===== config.mk =====
export PLATFORM = sky130hd
export DESIGN_NAME = mdio_key_ctrl_flat
export DESIGN_NICKNAME = d
export VERILOG_FILES = /design/src/rtl/mdio_key_pkg.sv /design/src/rtl/mdio_key_ctrl_if.sv /design/src/rtl/mdio_poll_timer.sv /design/src/rtl/mdio_key_ctrl.sv /design/src/flat_wrapper.sv
export SDC_FILE = /design/constraint.sdc
export NUM_CORES = 1
export LEC_CHECK = 0
export CAP_MARGIN = 25
export CORE_MARGIN = 3
export CORE_UTILIZATION = 54
export CTS_BUF_LIST = sky130_fd_sc_hd__clkbuf_4 sky130_fd_sc_hd__clkbuf_8
export DETAILED_ROUTE_END_ITERATION = 6
export PLACE_DENSITY_LB_ADDON = 0.3
export SLEW_MARGIN = 20
export SYNTH_ARGS = -nofsm -noshare
export SYNTH_HDL_FRONTEND = slang
export SYNTH_HIERARCHICAL = 1
export SYNTH_SLANG_ARGS = --single-unit

===== constraint.sdc =====
create_clock -name sys_clk -period 5.3 [get_ports sys_clk]
set_clock_uncertainty 0.15 [all_clocks]
set_input_delay 1.06 -clock sys_clk [delete_from_list [all_inputs] [get_ports sys_clk]]
set_output_delay 1.06 -clock sys_clk [all_outputs]
set_load 0.01 [all_outputs]

===== src/rtl/mdio_key_pkg.sv =====
// Shared types and constants for the key/poll MDIO sequencer.
// The optional op_done watchdog in mdio_key_ctrl is enabled by defining MDIO_TIMEOUT_EN.
package mdio_key_pkg;

    typedef enum logic [2:0] {
        S_IDLE,
        S_WR_BMCR,
        S_WAIT_WR,
        S_RD_BMSR,
        S_WAIT_BMSR,
        S_RD_PHYSR,
        S_WAIT_PHYSR
    } state_t;

    localparam logic [4:0] REG_BMCR  = 5'd0;
    localparam logic [4:0] REG_BMSR  = 5'd1;
    localparam logic [4:0] REG_PHYSR = 5'd17;

    localparam int BMSR_LINK_BIT = 2;

    localparam logic [1:0] SPD_10   = 2'b00;
    localparam logic [1:0] SPD_100  = 2'b01;
    localparam logic [1:0] SPD_1000 = 2'b10;
    localparam logic [1:0] SPD_RSVD = 2'b11;

    function automatic logic is_wait(input state_t s);
        return (s == S_WAIT_WR) || (s == S_WAIT_BMSR) || (s == S_WAIT_PHYSR);
    endfunction

endpackage


===== src/rtl/mdio_key_ctrl_if.sv =====
// Command handshake between the sequencer (master) and the MDIO frame driver (slave).
interface mdio_key_ctrl_if;
    logic        op_exec;
    logic        op_rh_wr;
    logic [4:0]  op_addr;
    logic [15:0] op_wr_data;
    logic [4:0]  phy_addr;
    logic        op_done;
    logic [15:0] op_rd_data;
    logic        op_rd_ack;

    modport master (
        output op_exec, op_rh_wr, op_addr, op_wr_data, phy_addr,
        input  op_done, op_rd_data, op_rd_ack
    );

    modport slave (
        input  op_exec, op_rh_wr, op_addr, op_wr_data, phy_addr,
        output op_done, op_rd_data, op_rd_ack
    );
endinterface


===== src/rtl/mdio_poll_timer.sv =====
// Idle-time poll counter: counts while enabled, clears on request, pulses expire
// for one cycle on the POLL_CYC-th enabled cycle and restarts from zero.
module mdio_poll_timer #(
    parameter logic [23:0] POLL_CYC = 24'd12_500_000
) (
    input  logic sys_clk,
    input  logic sys_rst_n,
    input  logic en,
    input  logic clr,
    output logic expire
);

    logic [23:0] cnt;

    assign expire = en && !clr && (cnt == POLL_CYC - 24'd1);

    always_ff @(posedge sys_clk or negedge sys_rst_n) begin
        if (!sys_rst_n)
            cnt <= '0;
        else if (clr || expire)
            cnt <= '0;
        else if (en)
            cnt <= cnt + 24'd1;
    end

endmodule


===== src/rtl/mdio_key_ctrl.sv =====
// Key-triggered PHY soft reset plus periodic BMSR/PHYSR link/speed polling over the MDIO driver.
// Define MDIO_TIMEOUT_EN to add an op_done watchdog on every WAIT_* state.
module mdio_key_ctrl
    import mdio_key_pkg::*;
#(
    parameter logic [4:0]  PHY_ADDR    = 5'b00001,
    parameter logic [23:0] POLL_CYC    = 24'd12_500_000,
    parameter logic [15:0] BMCR_RST    = 16'h9140
`ifdef MDIO_TIMEOUT_EN
    , parameter logic [19:0] TIMEOUT_CYC = 20'd1_000_000
`endif
) (
    input  logic               sys_clk,
    input  logic               sys_rst_n,
    input  logic               key_filter,
    mdio_key_ctrl_if.master    op,
    output logic               link_up,
    output logic [1:0]         speed,
    output logic               busy,
    output logic               err
);

    state_t state;
    logic   key_d;
    logic   press;
    logic   pending;
    logic   poll_expire;
    logic   wd_hit;

    assign op.phy_addr = PHY_ADDR;
    assign busy        = (state != S_IDLE);
    assign press       = key_d & ~key_filter;

    // One-deep request latch: a press while one is already queued is dropped.
    always_ff @(posedge sys_clk or negedge sys_rst_n) begin
        if (!sys_rst_n) begin
            key_d   <= 1'b1;
            pending <= 1'b0;
        end else begin
            key_d <= key_filter;
            if (state == S_WR_BMCR)
                pending <= 1'b0;
            else if (press)
                pending <= 1'b1;
        end
    end

    mdio_poll_timer #(.POLL_CYC(POLL_CYC)) u_poll (
        .sys_clk   (sys_clk),
        .sys_rst_n (sys_rst_n),
        .en        (state == S_IDLE),
        .clr       (state != S_IDLE),
        .expire    (poll_expire)
    );

`ifdef MDIO_TIMEOUT_EN
    logic [19:0] wd_cnt;

    assign wd_hit = is_wait(state) && (wd_cnt == TIMEOUT_CYC - 20'd1);

    always_ff @(posedge sys_clk or negedge sys_rst_n) begin
        if (!sys_rst_n)
            wd_cnt <= '0;
        else if (!is_wait(state) || wd_hit)
            wd_cnt <= '0;
        else
            wd_cnt <= wd_cnt + 20'd1;
    end
`else
    assign wd_hit = 1'b0;
`endif

    always_ff @(posedge sys_clk or negedge sys_rst_n) begin
        if (!sys_rst_n) begin
            state         <= S_IDLE;
            op.op_exec    <= 1'b0;
            op.op_rh_wr   <= 1'b1;
            op.op_addr    <= '0;
            op.op_wr_data <= '0;
            link_up       <= 1'b0;
            speed         <= SPD_10;
            err           <= 1'b0;
        end else begin
            op.op_exec <= 1'b0;
            if (wd_hit) begin
                // Driver never answered: abandon the op, status stays as last known.
                err   <= 1'b1;
                state <= S_IDLE;
            end else begin
                case (state)
                    S_IDLE: begin
                        if (pending)
                            state <= S_WR_BMCR;
                        else if (poll_expire)
                            state <= S_RD_BMSR;
                    end
                    S_WR_BMCR: begin
                        op.op_exec    <= 1'b1;
                        op.op_rh_wr   <= 1'b0;
                        op.op_addr    <= REG_BMCR;
                        op.op_wr_data <= BMCR_RST;
                        state         <= S_WAIT_WR;
                    end
                    S_WAIT_WR: begin
                        if (op.op_done)
                            state <= S_RD_BMSR;
                    end
                    S_RD_BMSR: begin
                        op.op_exec  <= 1'b1;
                        op.op_rh_wr <= 1'b1;
                        op.op_addr  <= REG_BMSR;
                        state       <= S_WAIT_BMSR;
                    end
                    S_WAIT_BMSR: begin
                        if (op.op_done) begin
                            if (op.op_rd_ack) begin
                                err   <= 1'b1;
                                state <= S_IDLE;
                            end else begin
                                link_up <= op.op_rd_data[BMSR_LINK_BIT];
                                err     <= 1'b0;
                                state   <= op.op_rd_data[BMSR_LINK_BIT] ? S_RD_PHYSR : S_IDLE;
                            end
                        end
                    end
                    S_RD_PHYSR: begin
                        op.op_exec  <= 1'b1;
                        op.op_rh_wr <= 1'b1;
                        op.op_addr  <= REG_PHYSR;
                        state       <= S_WAIT_PHYSR;
                    end
                    S_WAIT_PHYSR: begin
                        if (op.op_done) begin
                            // The reserved speed code leaves the previous rate in place.
                            if (!op.op_rd_ack && op.op_rd_data[15:14] != SPD_RSVD)
                                speed <= op.op_rd_data[15:14];
                            if (op.op_rd_ack)
                                err <= 1'b1;
                            state <= S_IDLE;
                        end
                    end
                    default: state <= S_IDLE;
                endcase
            end
        end
    end

endmodule


===== src/flat_wrapper.sv =====
// flat-port wrapper written by rule: the top's interface ports become plain ports
module mdio_key_ctrl_flat import mdio_key_pkg::*;
#(
    parameter logic [4:0]  PHY_ADDR    = 5'b00001,
    parameter logic [23:0] POLL_CYC    = 24'd12_500_000,
    parameter logic [15:0] BMCR_RST    = 16'h9140

)
  (sys_clk, sys_rst_n, key_filter, link_up, speed, busy, err, op_op_exec, op_op_rh_wr, op_op_addr, op_op_wr_data, op_phy_addr, op_op_done, op_op_rd_data, op_op_rd_ack);
  mdio_key_ctrl_if op_i ();
  input  logic sys_clk;
  input  logic sys_rst_n;
  input  logic key_filter;
  output logic link_up;
  output logic [1:0] speed;
  output logic busy;
  output logic err;
  output wire logic [$bits(op_i.op_exec)-1:0] op_op_exec;
  output wire logic [$bits(op_i.op_rh_wr)-1:0] op_op_rh_wr;
  output wire logic [$bits(op_i.op_addr)-1:0] op_op_addr;
  output wire logic [$bits(op_i.op_wr_data)-1:0] op_op_wr_data;
  output wire logic [$bits(op_i.phy_addr)-1:0] op_phy_addr;
  input wire logic [$bits(op_i.op_done)-1:0] op_op_done;
  input wire logic [$bits(op_i.op_rd_data)-1:0] op_op_rd_data;
  input wire logic [$bits(op_i.op_rd_ack)-1:0] op_op_rd_ack;
  assign op_op_exec = op_i.op_exec;
  assign op_op_rh_wr = op_i.op_rh_wr;
  assign op_op_addr = op_i.op_addr;
  assign op_op_wr_data = op_i.op_wr_data;
  assign op_phy_addr = op_i.phy_addr;
  assign op_i.op_done = op_op_done;
  assign op_i.op_rd_data = op_op_rd_data;
  assign op_i.op_rd_ack = op_op_rd_ack;
  mdio_key_ctrl #(.PHY_ADDR(PHY_ADDR), .POLL_CYC(POLL_CYC), .BMCR_RST(BMCR_RST)) u_core (.sys_clk(sys_clk), .sys_rst_n(sys_rst_n), .key_filter(key_filter), .op(op_i), .link_up(link_up), .speed(speed), .busy(busy), .err(err));
endmodule

==> impl_metrics.json, run 1 <==
{
  "status": "finished, final reports clean",
  "synth_top_area_cell": "sky130_fd_sc_hd__dfrtp_1",
  "power_density_mw_per_mm2": 405,
  "first_global_vias": 1438,
  "cap_violations": 0,
  "clk_root_buffer_cell": "sky130_fd_sc_hd__clkbuf_8",
  "max-vdd-ir-drop_uv": 231,
  "clkSlewWorstSetupHoldPaths_ns": 0.07,
  "synthTopCellsByArea": "sky130_fd_sc_hd__dfrtp_1 43%, sky130_fd_sc_hd__buf_4 9.0%, sky130_fd_sc_hd__a21oi_1 4.6%",
  "clock_tree_from_tritoncts": "yes",
  "initialDrtViolationCount": 96,
  "hold_buffers": 0,
  "pin_count_of_the_biggest_net_entering_global_routing": 39,
  "row_count": 21,
  "die_height_um": 68.0,
  "cp_top_family": "simple AND/OR/NAND/NOR gates",
  "port_buffers": 20,
  "drt_pass1_iterations": 4,
  "synth_area_mm2": 0.00208,
  "yosys_warnings": 6,
  "synth_top_cell_area_share_pct": 43.4,
  "post_drt_via_cell_ratio": 5.53,
  "insertedDiodeCount": 0,
  "post_synthesis_cell_type_count": 42,
  "netlist_instances": 218,
  "drc": 0,
  "wire_per_inst_um": 13.8,
  "dp_hpwl_mm": 2.66,
  "clock_path_buffers": 2,
  "synth_edf_count": 0,
  "setup_tns_ns": 0,
  "die_width_um": 68.0,
  "die-area_mm2": 0.00463,
  "post-route-period-util_pct": 60.0,
  "synthArstFlopShare_pct": 100,
  "htree_levels": 2,
  "timing.slew.headroom_pct": 44.6,
  "critical_path.max_stage_delay_ns": 0.66,
  "cellLeakagePower_nw": 0.935,
  "route.final.wire_length_mm": 3.86,
  "cts_inserted_buffers": 5,
  "track_usage_pct": 18.9,
  "number_of_antenna_violations_at_the_first_check_in_global_routing": 0,
  "synth-seq-cells": 38,
  "critPathArrivalTime_ns": 3.20,
  "crit_path_max_fanout": 16,
  "timing.critical_path.to_type": "flop",
  "nets": 255,
  "cp_data_required_time_ns": 5.32,
  "yosys-top-cells-count": "36 x sky130_fd_sc_hd__dfrtp_1, 25 x sky130_fd_sc_hd__buf_4, 19 x sky130_fd_sc_hd__a21oi_1",
  "postCtsSetupRepairBufs": 0,
  "crit_buf_inv": 2,
  "synthesis.area_per_instance_um2": 9.53,
  "final.hold.worst_slack_ns": 0.340,
  "rsz0062_at_grt": "false",
  "cells_traversed_along_the_worst_timing_path": "or3_2 -> inv_1 -> and4_1 -> nand4_2 -> o41ai_4 -> buf_4 -> nor2_1",
  "cts_sinks": 38,
  "layout-area-overhead-vs-synth_pct": 10.6,
  "cell_with_the_most_instances_after_synthesis": "sky130_fd_sc_hd__dfrtp_1",
  "place.gp.congestion": 0.760,
  "ctsResizeCount": 0,
  "starting_density_of_the_core_pct": 59.0,
  "crit_start_category": "flop",
  "clock_insertion_delay_worst_skew_ns": 0.29,
  "utilization_pct": 65.2,
  "setup_viol_count_final": 0,
  "core_region_area_mm2": 0.00352,
  "final_hold_viol_count": 0,
  "route.vias.total": 1549,
  "slew_violations": 0,
  "tightestPinTransition_ns": 0.831,
  "grt_overflow": 0,
  "first_pass_grt_wire_length_mm": 6.59,
  "layout-drive-gt1-share_pct": 7.26,
  "holdCritPathClass": "flop to flop",
  "drtAntennaViolNets": 0,
  "seq_area_frac_synth_pct": 45.9,
  "fmax_mhz": 315,
  "critPathSlowestCell": "sky130_fd_sc_hd__o41ai_4",
  "fin_crit_ns": 3.18,
  "worst-setup-path-type": "flop to flop",
  "postSynth.topFlopCell": "sky130_fd_sc_hd__dfrtp_1",
  "boundaryPins": 54
}
-- flip-flops by register name, summed over array words and instances (netlist names) --
signal / flops
u_core/op.op_exec: 1
u_core/speed: 2
u_core/op.op_wr_data: 1
u_core/u_poll/cnt: 24
u_core/op.op_rh_wr: 1
u_core/state: 3
u_core/pending: 1
u_core/key_d: 1
u_core/op.op_addr: 2
u_core/link_up: 1
u_core/err: 1
-- layer usage --
metal / vias up / global-route usage [%] / part of all wire (%)
li1: 762 / - / -
met5: - / 0 / 0
met4: 0 / 5.96 / 1.1
met2: 45 / 29.8 / 47
met3: 5 / 4.43 / 4.9
met1: 737 / 25.7 / 47
-- power breakdown --
group          switching [mW]  internal [mW]
Sequential             0.0501          0.342
Clock                  0.0974          0.159
Combinational           0.149          0.133
Total                   0.296          0.633
-- layout by cell type, fill, tap and decap left out, types with 6 or more instances in the layout --
cell type,n
sky130_fd_sc_hd__or3_1,10
sky130_fd_sc_hd__a21oi_1,19
sky130_fd_sc_hd__conb_1,20
sky130_fd_sc_hd__nand2_1,11
sky130_fd_sc_hd__inv_1,8
sky130_fd_sc_hd__xor2_1,6
sky130_fd_sc_hd__clkdlybuf4s50_1,19
sky130_fd_sc_hd__nor2_1,18
sky130_fd_sc_hd__nand4_1,8
sky130_fd_sc_hd__clkbuf_8,6
sky130_fd_sc_hd__nand3_1,8
sky130_fd_sc_hd__dfrtp_1,36
sky130_fd_sc_hd__o21ai_0,12
-- through the flow --
step,std cells,instance area (um2),setup slack [ns],total power [mW]
6_report,280,2300,2.12,0.929
5_1_grt,280,2300,1.96,0.989
4_1_cts,280,2300,2.15,0.938
3_5_place_dp,272,2180,2.18,0.677
3_3_place_gp,272,2180,2.21,0.671
2_1_floorplan,236,2140,2.64,0.589
-- kinds of logic after synthesis --
| group | count (synthesis) | synth area share, % |
|---|---|---|
| flops | 38 | 45.9 |
| xor+xnor | 10 | 4.22 |
| fa+ha+maj | 1 | 0.602 |
| other cells | 2 | 0.362 |
| simple gates | 84 | 22.9 |
| mux | 2 | 1.02 |
| buf+inv | 39 | 12.4 |
| compound gates | 42 | 12.6 |
-- path summary, 6_finish.rpt --
check	from	end	slack (ns)	cells past startpoint
worst max-delay path	u_core/state[1]$_DFFE_PN0P_	u_core/u_poll/cnt[7]$_DFFE_PN0P_	2.12	7
worst min-delay path	u_core/speed[1]$_DFFE_PN0P_	u_core/speed[1]$_DFFE_PN0P_	0.34	1
worst max register to register	u_core/state[1]$_DFFE_PN0P_	u_core/u_poll/cnt[7]$_DFFE_PN0P_	2.12	7
worst min register to register	u_core/speed[1]$_DFFE_PN0P_	u_core/speed[1]$_DFFE_PN0P_	0.34	1
max in group asynchronous	sys_rst_n	u_core/u_poll/cnt[7]$_DFFE_PN0P_	3.75	1
min in group asynchronous	sys_rst_n	u_core/u_poll/cnt[15]$_DFFE_PN0P_	0.71	1
-- final cells by class --
cell class,count,area (um2)
well taps,46,57.6
clock buffers,7,90.1
repair buffers,21,203
multi-input cells,159,933
flip-flops and latches,38,953
fillers,317,1220
clock inverters,1,30.0
inverters,8,30.0
Power figures use the tool's default switching activity.
==> inputs of run 2 (changes only) <==
- CORE_UTILIZATION: 54 -> 45
- clock period: 5.3 -> 2.6 ns (I/O delays scaled with it)
==> impl_metrics.json, run 2 (same netlist as run 1, synthesis figures left out) <==
{
  "place.gp.congestion": 0.756,
  "first_global_vias": 1371,
  "dp_hpwl_mm": 2.63,
  "timing.critical_path.to_type": "flop",
  "drtAntennaViolNets": 0,
  "die_height_um": 73.9,
  "critical_path.reg2reg.endpoint": "u_core/state[0]$_DFFE_PN0P_",
  "drc": 0,
  "clk_root_buffer_cell": "sky130_fd_sc_hd__clkbuf_8",
  "pin_count_of_the_biggest_net_entering_global_routing": 39,
  "fmax_mhz": 415,
  "rsz0062_at_grt": "false",
  "route.final.wire_length_mm": 3.70,
  "layout-area-overhead-vs-synth_pct": 13.0,
  "seq_power_share_pct": 40.7,
  "switchingPower_uw": 605,
  "crit_path_max_fanout": 4,
  "timing.slew.headroom_pct": 45.9,
  "setup_tns_ns": 0,
  "layout-drive-gt1-share_pct": 10.7,
  "power_density_mw_per_mm2": 787,
  "nets": 264,
  "cellLeakagePower_nw": 0.968,
  "worst-setup-path-type": "flop to flop",
  "setup_viol_count_final": 0,
  "final_hold_viol_count": 0,
  "power_frac_clock_pct": 22.7,
  "crit_start_category": "flop",
  "clkSlewWorstSetupHoldPaths_ns": 0.07,
  "clock_tree_from_tritoncts": "yes",
  "utilization_pct": 53.2,
  "worst_r2r_startpoint": "u_core/state[2]$_DFFE_PN0P_",
  "route.vias.total": 1521,
  "netSwitchingFraction_pct": 32.8,
  "starting_density_of_the_core_pct": 47.1,
  "critPathArrivalTime_ns": 2.47,
  "first_pass_grt_wire_length_mm": 6.11,
  "tightestPinTransition_ns": 0.812,
  "port_buffers": 20,
  "max_flop_register": "u_core/u_poll/cnt",
  "track_usage_pct": 14.1,
  "largest_register_ffs": 24,
  "number_of_antenna_violations_at_the_first_check_in_global_routing": 0,
  "fin_crit_ns": 2.41,
  "status": "finished, final reports clean",
  "slew_violations": 0,
  "initialDrtViolationCount": 88,
  "regToRegSetupSlack_ns": 0.19,
  "die_width_um": 73.9,
  "largestRegisters": "u_core/u_poll/cnt x24, u_core/state x3",
  "insertedDiodeCount": 0,
  "hold_buffers": 0,
  "max-vdd-ir-drop_uv": 500,
  "r2r_cells": 8,
  "clock_path_buffers": 2,
  "cap_violations": 0,
  "htree_levels": 2,
  "post-route-period-util_pct": 92.8,
  "ctsResizeCount": 0,
  "drt_pass1_iterations": 4,
  "clock_insertion_delay_worst_skew_ns": 0.28,
  "cellInternalPower_mw": 1.24,
  "die-area_mm2": 0.00547,
  "holdCritPathClass": "primary input to asynchronous set/reset pin",
  "wire_per_inst_um": 12.5,
  "layout_common_cells": "36 x sky130_fd_sc_hd__dfrtp_1, 20 x sky130_fd_sc_hd__conb_1, 19 x sky130_fd_sc_hd__clkdlybuf4s50_1, 19 x sky130_fd_sc_hd__a21oi_1, 18 x sky130_fd_sc_hd__nor2_1",
  "post_drt_via_cell_ratio": 5.16,
  "postCtsSetupRepairBufs": 0,
  "cts_inserted_buffers": 5,
  "boundaryPins": 54,
  "cp_data_required_time_ns": 2.65,
  "combPwrFrac_pct": 36.7,
  "core_region_area_mm2": 0.00441,
  "row_count": 24,
  "grt_overflow": 0,
  "cts_sinks": 38,
  "post-layout-total-power_mw": 1.85,
  "layout.cells.most_common": "sky130_fd_sc_hd__dfrtp_1"
}
==> run 2: cell count changes in the layout (fill, tap and decap cells not counted) <==
cell	previous run	this run
sky130_fd_sc_hd__clkinv_2	0	1
sky130_fd_sc_hd__bufinv_16	1	0
sky130_fd_sc_hd__buf_4	1	10
==> run 2: layer usage <==
layer	global-route usage (%)	routed length, um	vias to the layer above
met1	20.6	1850	713
met4	3.62	19	0
met2	21.1	1680	27
met3	3.65	148	2
li1	-	-	779
met5	0	0	-
==> run 2: cell type report <==
type                    instances  area, um2
fillers                       406       2070
flip-flops and latches         38        953
multi-input cells             159        933
repair buffers                 30        270
clock buffers                   7       90.1
well taps                      52       65.1
inverters                       8       30.0
clock inverters                 1       5.00
==> run 2: stage by stage <==
step                worst slack (ns)  cell area, um2  instances  hold WS (ns)
finish                         0.188            2350        295         0.178
CTS                            0.170            2350        295         0.212
global placement               0.192            2250        287         0.328
detailed placement             0.202            2250        287         0.334
floorplan                     0.0501            2140        236        0.0744
global route                  0.0272            2350        295         0.254
==> run 2: worst max path at each step <==
stage / start / endpoint / slack, ns / cells past startpoint
final: u_core/state[2]$_DFFE_PN0P_ / u_core/state[0]$_DFFE_PN0P_ / 0.19 / 8
after global routing: u_core/state[1]$_DFFE_PN0P_ / u_core/state[0]$_DFFE_PN0P_ / 0.03 / 8
after CTS: u_core/state[2]$_DFFE_PN0P_ / u_core/state[0]$_DFFE_PN0P_ / 0.17 / 8
after detailed placement: u_core/state[2]$_DFFE_PN0P_ / u_core/state[0]$_DFFE_PN0P_ / 0.20 / 8
after global placement: u_core/state[2]$_DFFE_PN0P_ / u_core/state[0]$_DFFE_PN0P_ / 0.19 / 8
after floorplan: u_core/state[1]$_DFFE_PN0P_ / u_core/u_poll/cnt[21]$_DFFE_PN0P_ / 0.05 / 10
==> run 2: power groups by stage <==
| stage | sequential [mW] | combinational [mW] | clock (mW) |
|---|---|---|---|
| finish | 0.751 | 0.677 | 0.419 |
| global route | 0.764 | 0.752 | 0.455 |
| CTS | 0.752 | 0.683 | 0.434 |
| detailed placement | 0.762 | 0.680 | 0 |
| global placement | 0.760 | 0.675 | 0 |
| floorplan | 0.797 | 0.404 | 0 |
==> run 2: worst max-delay path, cell delays in order (launching register included) <==
cell,delay (ns)
sky130_fd_sc_hd__dfrtp_1,0.37
sky130_fd_sc_hd__or3_2,0.50
sky130_fd_sc_hd__inv_1,0.09
sky130_fd_sc_hd__and4_1,0.28
sky130_fd_sc_hd__nand4_2,0.16
sky130_fd_sc_hd__nor4_1,0.38
sky130_fd_sc_hd__or3_1,0.17
sky130_fd_sc_hd__o211ai_1,0.09
sky130_fd_sc_hd__a21oi_1,0.14
